<file path="src/rtl/pipe_seq_pkg.sv">
// Shared state encoding and decode codes for the pipeline sequencer.
package pipe_seq_pkg;

    typedef enum logic {
        RUN     = 1'b0,
        MD_WAIT = 1'b1
    } seq_state_e;

    localparam logic [1:0] PCSEL_SEQ = 2'b00;
    localparam logic [1:0] PCSEL_BR  = 2'b01;
    localparam logic [1:0] PCSEL_JR  = 2'b10;
    localparam logic [1:0] PCSEL_J   = 2'b11;

    localparam logic [1:0] MDOP_NONE = 2'b00;
    localparam logic [1:0] MDOP_MUL  = 2'b01;
    localparam logic [1:0] MDOP_DIV  = 2'b10;

endpackage

</file>
<file path="src/rtl/pipe_seq_md_timer.sv">
// Loadable down-counter timing the MUL/DIV wait; holds at zero rather than wrapping.
module pipe_seq_md_timer #(
    parameter int unsigned CNT_W = 6
) (
    input  logic             clock,
    input  logic             reset_0,
    input  logic             load,
    input  logic [CNT_W-1:0] load_val,
    input  logic             dec,
    output logic             zero
);

    logic [CNT_W-1:0] cnt;

    always_ff @(posedge clock) begin
        if (reset_0) begin
            cnt <= '0;
        end else if (load) begin
            cnt <= load_val;
        end else if (dec && (cnt != '0)) begin
            cnt <= cnt - CNT_W'(1);
        end
    end

    assign zero = (cnt == '0);

endmodule

</file>
<file path="src/rtl/pipe_sequencer.sv">
// Pipeline flow controller: load-use stalls, redirect squash and MUL/DIV sequencing.
// Optional PIPE_SEQ_STATS_EN adds saturating stall_cycles / flush_count outputs.
module pipe_sequencer
    import pipe_seq_pkg::*;
#(
    parameter int unsigned MUL_CYCLES = 4,
    parameter int unsigned DIV_CYCLES = 32,
    parameter int unsigned CNT_W      = 6
) (
    input  logic        clock,
    input  logic        reset_0,
    input  logic [4:0]  rs_id,
    input  logic [4:0]  rt_id,
    input  logic [4:0]  rw_ex,
    input  logic        wreg_ex,
    input  logic        m2reg_ex,
    input  logic [1:0]  pc_select,
    input  logic [1:0]  md_op_id,
    output logic        pc_en,
    output logic        ifid_en,
    output logic        ifid_flush,
    output logic        idex_flush,
    output logic        md_start,
    output logic        md_busy,
`ifdef PIPE_SEQ_STATS_EN
    output logic [31:0] stall_cycles,
    output logic [31:0] flush_count,
`endif
    output logic        md_done
);

    seq_state_e       state_q;
    seq_state_e       state_d;
    logic             load_use;
    logic             md_mul;
    logic             md_req;
    logic             tmr_load;
    logic             tmr_dec;
    logic             tmr_zero;
    logic [CNT_W-1:0] tmr_load_val;

    assign load_use = wreg_ex && m2reg_ex && (rw_ex != 5'd0) &&
                      ((rw_ex == rs_id) || (rw_ex == rt_id));
    assign md_mul   = (md_op_id == MDOP_MUL);
    assign md_req   = md_mul || (md_op_id == MDOP_DIV);

    // Counter holds remaining wait cycles after the current one.
    assign tmr_load_val = md_mul ? CNT_W'(MUL_CYCLES - 1) : CNT_W'(DIV_CYCLES - 1);

    pipe_seq_md_timer #(
        .CNT_W (CNT_W)
    ) u_md_timer (
        .clock    (clock),
        .reset_0  (reset_0),
        .load     (tmr_load),
        .load_val (tmr_load_val),
        .dec      (tmr_dec),
        .zero     (tmr_zero)
    );

    always_ff @(posedge clock) begin
        if (reset_0) begin
            state_q <= RUN;
        end else begin
            state_q <= state_d;
        end
    end

    always_comb begin
        state_d    = state_q;
        pc_en      = 1'b1;
        ifid_en    = 1'b1;
        ifid_flush = 1'b0;
        idex_flush = 1'b0;
        md_start   = 1'b0;
        md_busy    = 1'b0;
        md_done    = 1'b0;
        tmr_load   = 1'b0;
        tmr_dec    = 1'b0;
        case (state_q)
            RUN: begin
                if (load_use) begin
                    pc_en      = 1'b0;
                    ifid_en    = 1'b0;
                    idex_flush = 1'b1;
                end else if (md_req) begin
                    md_start   = 1'b1;
                    pc_en      = 1'b0;
                    ifid_en    = 1'b0;
                    idex_flush = 1'b1;
                    tmr_load   = 1'b1;
                    state_d    = MD_WAIT;
                end else if (pc_select != PCSEL_SEQ) begin
                    ifid_flush = 1'b1;
                end
            end
            MD_WAIT: begin
                md_busy = 1'b1;
                if (!tmr_zero) begin
                    pc_en      = 1'b0;
                    ifid_en    = 1'b0;
                    idex_flush = 1'b1;
                    tmr_dec    = 1'b1;
                end else begin
                    md_done = 1'b1;
                    state_d = RUN;
                end
            end
            default: state_d = RUN;
        endcase
    end

`ifdef PIPE_SEQ_STATS_EN
    // Saturating event counters for performance monitoring.
    always_ff @(posedge clock) begin
        if (reset_0) begin
            stall_cycles <= '0;
            flush_count  <= '0;
        end else begin
            if (!pc_en && (stall_cycles != 32'hFFFF_FFFF)) begin
                stall_cycles <= stall_cycles + 32'd1;
            end
            if (ifid_flush && (flush_count != 32'hFFFF_FFFF)) begin
                flush_count <= flush_count + 32'd1;
            end
        end
    end
`endif

endmodule
</file>
<file path="config.mk">
export PLATFORM = sky130hd
export DESIGN_NAME = pipe_sequencer
export DESIGN_NICKNAME = d
export VERILOG_FILES = /design/src/rtl/pipe_seq_pkg.sv /design/src/rtl/pipe_seq_md_timer.sv /design/src/rtl/pipe_sequencer.sv
export SDC_FILE = /design/constraint.sdc
export NUM_CORES = 1
export LEC_CHECK = 0
export CAP_MARGIN = 10
export CORE_MARGIN = 4
export CORE_UTILIZATION = 35
export DETAILED_ROUTE_END_ITERATION = 8
export MAX_ROUTING_LAYER = met4
export PLACE_DENSITY_LB_ADDON = 0.08
export SLEW_MARGIN = 20
export SYNTH_ARGS = -nofsm -noshare
export SYNTH_HDL_FRONTEND = slang
export SYNTH_SLANG_ARGS = --single-unit
</file>
<file path="constraint.sdc">
create_clock -name clock -period 6.4 [get_ports clock]
set_input_delay 1.6 -clock clock [delete_from_list [all_inputs] [get_ports clock]]
set_output_delay 1.6 -clock clock [all_outputs]
set_load 0.05 [all_outputs]
</file>
==> impl_metrics.yaml <==
routing:
  drt-total-wl_um: 1410
  drcViolationCount: 0
  detail_route.iter0.violations: 8
  vias: 582
  drt-wirelength-per-cell_um: 12.0
  detailedRoute.firstPassIterationCount: 4
  postRouteAntennaNets: 0
  avgViaCountPerCell: 4.93
power:
  netSwitchingPower_uw: 83.9
  power_density_nw_per_um2: 230
  p_clk_share_pct: 18.9
  power.internal_uw: 121
  total_power_draw_uw: 205
  combinational_group_share_of_total_power_pct: 52.9
  sequentialPowerShare_pct: 28.3
  power.switching_fraction_pct: 40.9
  max-vdd-ir-drop_mv: 0.168
  static-leakage-power_nw: 0.345
setup_path:
  biggest_fanout_along_the_worst_timing_path: 6
  cp_slowest_cell: "sky130_fd_sc_hd__clkdlybuf4s50_1"
  cp-start-kind: "primary input"
  critical_path_buf_inv_count: 3
  cp.arrival_ps: 4280
  timing.setup.critical_path_class: "in -> out"
  timing.critical_path.required_ps: 4800
  critPathMaxStageDelay_ps: 790
  timing.critical_path.to_type: "output pin"
  sequence_of_cells_on_the_critical_path: "clkdlybuf4s50_1 -> or3_1 -> o311a_1 -> and2_4 -> or3_1 -> clkinv_8 -> clkdlybuf4s50_1"
  cpLargestDelayFamily: "buffers and inverters"
synthesis:
  synth.avg_cell_area_um2: 8.11
  fraction_of_the_mapped_netlist_area_in_compound_gates_pct: 18.7
  post_synthesis_instance_area_um2: 576
  synth.distinct_cells: 26
  syn-num-nets: 97
  sequential_cell_area_fraction_in_the_yosys_report_pct: 24.3
  fraction_of_synthesized_cell_area_in_xor_and_xnor_cells_pct: 18.3
  yosys_warnings: 0
  synth-simple-area-share_pct: 22.8
  synth.mux.area_fraction_pct: 0
  combinational_family_with_the_most_area_after_synthesis: "simple AND/OR/NAND/NOR gates"
  synth_fa_ha_area_share_pct: 6.52
  ys_seq_elements: 7
  post_syn_instances: 71
timing:
  fin_setup_tns_ps: 0
  grt_setup_unrepaired: "false"
  layout_min_cycle_time_ps: 5880
  max_freq_mhz: 170
  worst_clock_skew_ps: 5.37
  min_period_over_period_pct: 91.8
  setup-violations-final: 0
  hold_viol_final: 0
  worst-slew-pin-transition_ps: 559
  final_max_slew_violation_count: 0
  max-slew-margin-rel_pct: 62.3
floorplan:
  floorplan.rows: 14
  ios: 30
  die_w_um: 48.6
  initial_utilization_pct: 37.8
  core_um2: 1520
  die-area_um2: 2360
  fp.dieH_um: 48.6
grt:
  grt_overflow_total: 0
  grt_pass1_wl_um: 2290
  gr-usage-all-layers_pct: 12.2
  grt_max_degree: 9
  grt_pass1_vias: 560
  grt_antenna_before_repair: 0
layout:
  insertedDiodeCount: 0
  drive_above_1_share_pct: 9.80
  synthToLayoutAreaGrowth_pct: 55.2
  nets: 129
clocking:
  cts_inserted_buffers: 3
  tritoncts: "yes"
  cts.reportedPaths.clkPinSlew_ps: 50
  resized_gates_after_cts: 0
  ctsRootBufferMaster: "sky130_fd_sc_hd__clkbuf_4"
  cts.repair_timing.setup_buffer_count: 0
  worst_skew_late_latency_ps: 250
  cts.path.max_buffers: 2
  postCtsHoldBufs: 0
  h_tree_depth: 1
  tritoncts_num_sinks: 7
placement:
  place_congestion: 0.837
  place.port_buffers: 29
  hpwl_um: 1220
run_status:
  outcome: "finished clean"
worst_hold_path:
  holdCritPathClass: "reg -> reg"
job:
  cap_viol_max_count: 0
[flip-flops by register name, summed over array words and instances, names as in the netlist]
| name | flops |
|---|---|
| state_q | 1 |
| u_md_timer.cnt | 6 |
[per-stage QoR]
stage / cell area [um2] / instances / hold WS [ps] / worst slack, ps / utilization [%]
after floorplan: 576 / 71 / 448 / 978 / -
after global placement: 867 / 114 / 486 / 533 / 56.9
after detailed placement: 867 / 114 / 493 / 511 / 56.9
after CTS: 893 / 118 / 503 / 513 / 58.6
after global routing: 893 / 118 / 539 / 453 / 58.6
final: 893 / 118 / 496 / 523 / 58.6
[power groups by stage]
| stage | registers, mW | clock network, mW | logic (mW) |
|---|---|---|---|
| global route | 0.0591 | 0.0429 | 0.117 |
| floorplan | 0.0600 | 0 | 0.0712 |
| global placement | 0.0588 | 0 | 0.108 |
| CTS | 0.0578 | 0.0401 | 0.110 |
| finish | 0.0579 | 0.0387 | 0.108 |
| detailed placement | 0.0587 | 0 | 0.108 |
[placed cells by master (no fill, tap or decap)]
master	instances
sky130_fd_sc_hd__and2_1	1
sky130_fd_sc_hd__nand3_1	3
sky130_fd_sc_hd__or3_1	2
sky130_fd_sc_hd__xor2_1	1
sky130_fd_sc_hd__nor2_1	6
sky130_fd_sc_hd__clkbuf_4	3
sky130_fd_sc_hd__a211oi_2	1
sky130_fd_sc_hd__xnor2_1	11
sky130_fd_sc_hd__o21ai_2	1
sky130_fd_sc_hd__clkdlybuf4s50_1	29
sky130_fd_sc_hd__and2_4	1
sky130_fd_sc_hd__o22ai_1	2
sky130_fd_sc_hd__dfxtp_1	7
sky130_fd_sc_hd__o311a_1	1
sky130_fd_sc_hd__clkbuf_1	1
sky130_fd_sc_hd__ha_1	3
sky130_fd_sc_hd__nand2_1	5
sky130_fd_sc_hd__nor3_1	5
sky130_fd_sc_hd__clkinv_8	1
sky130_fd_sc_hd__nand2b_1	1
sky130_fd_sc_hd__a21o_4	1
sky130_fd_sc_hd__or2_2	1
sky130_fd_sc_hd__inv_1	5
sky130_fd_sc_hd__or4b_1	1
sky130_fd_sc_hd__a21oi_2	1
sky130_fd_sc_hd__o21ai_0	1
sky130_fd_sc_hd__a21oi_1	7
[final timing paths]
path | depth (start not counted) | from | slack, ps | endpoint
worst max-delay path | 7 | rw_ex[4] | 520 | md_start
worst min-delay path | 2 | u_md_timer.cnt[0] | 500 | u_md_timer.cnt[0]
worst max register to register | 7 | u_md_timer.cnt[0] | 4310 | u_md_timer.cnt[0]
worst min register to register | 2 | u_md_timer.cnt[0] | 500 | u_md_timer.cnt[0]
[cells by family (layout without fill, tap and decap cells)]
family | after synthesis | count (layout)
AOI/OAI and AO/OA | 15 | 15
xor gates and xnor gates | 12 | 12
adders and majority gates | 3 | 3
buffers and inverters | 8 | 39
DFF | 7 | 7
and+or+nand+nor | 26 | 26
[cell type report]
class	count	area, um2
multi-input combinational	56	382
timing repair buffer	29	290
sequential	7	140
clock buffer	4	26.3
tap	16	20.0
inverter	6	35.0
fill	152	631
[layer usage]
layer | share of wire (%) | GRT usage, % | vias up
met3 | 7.7 | 5.21 | 2
met1 | 43 | 13.9 | 260
met5 | 0 | - | -
met4 | 0.43 | 1.35 | 0
li1 | - | - | 302
met2 | 48 | 20.4 | 18
[worst reg2reg max path, cell delays in order, from the launching register on]
cell	delay, ps
sky130_fd_sc_hd__dfxtp_1	320
sky130_fd_sc_hd__inv_1	130
sky130_fd_sc_hd__ha_1	170
sky130_fd_sc_hd__or4b_1	530
sky130_fd_sc_hd__o21ai_0	500
sky130_fd_sc_hd__inv_1	110
sky130_fd_sc_hd__o21ai_2	150
sky130_fd_sc_hd__a21oi_2	70
[cells in the mapped netlist (all sizes together)]
cell type / instances / area [um2]
a21o: 1 / 15.0
or4b: 1 / 10.0
nand3: 3 / 15.0
nand2b: 1 / 6.26
o311a: 1 / 10.0
clkinv: 1 / 16.3
nor2: 6 / 22.5
or2: 1 / 6.26
nor3: 5 / 25.0
and2: 2 / 15.0
inv: 5 / 18.8
o22ai: 2 / 12.5
xnor2: 11 / 96.3
or3: 2 / 12.5
buf: 2 / 18.8
o21ai: 2 / 13.8
nand2: 5 / 18.8
dfxtp: 7 / 140
ha: 3 / 37.5
a21oi: 8 / 43.8
xor2: 1 / 8.76
a211oi: 1 / 12.5
No activity file was read; power rests on OpenSTA's default activity.
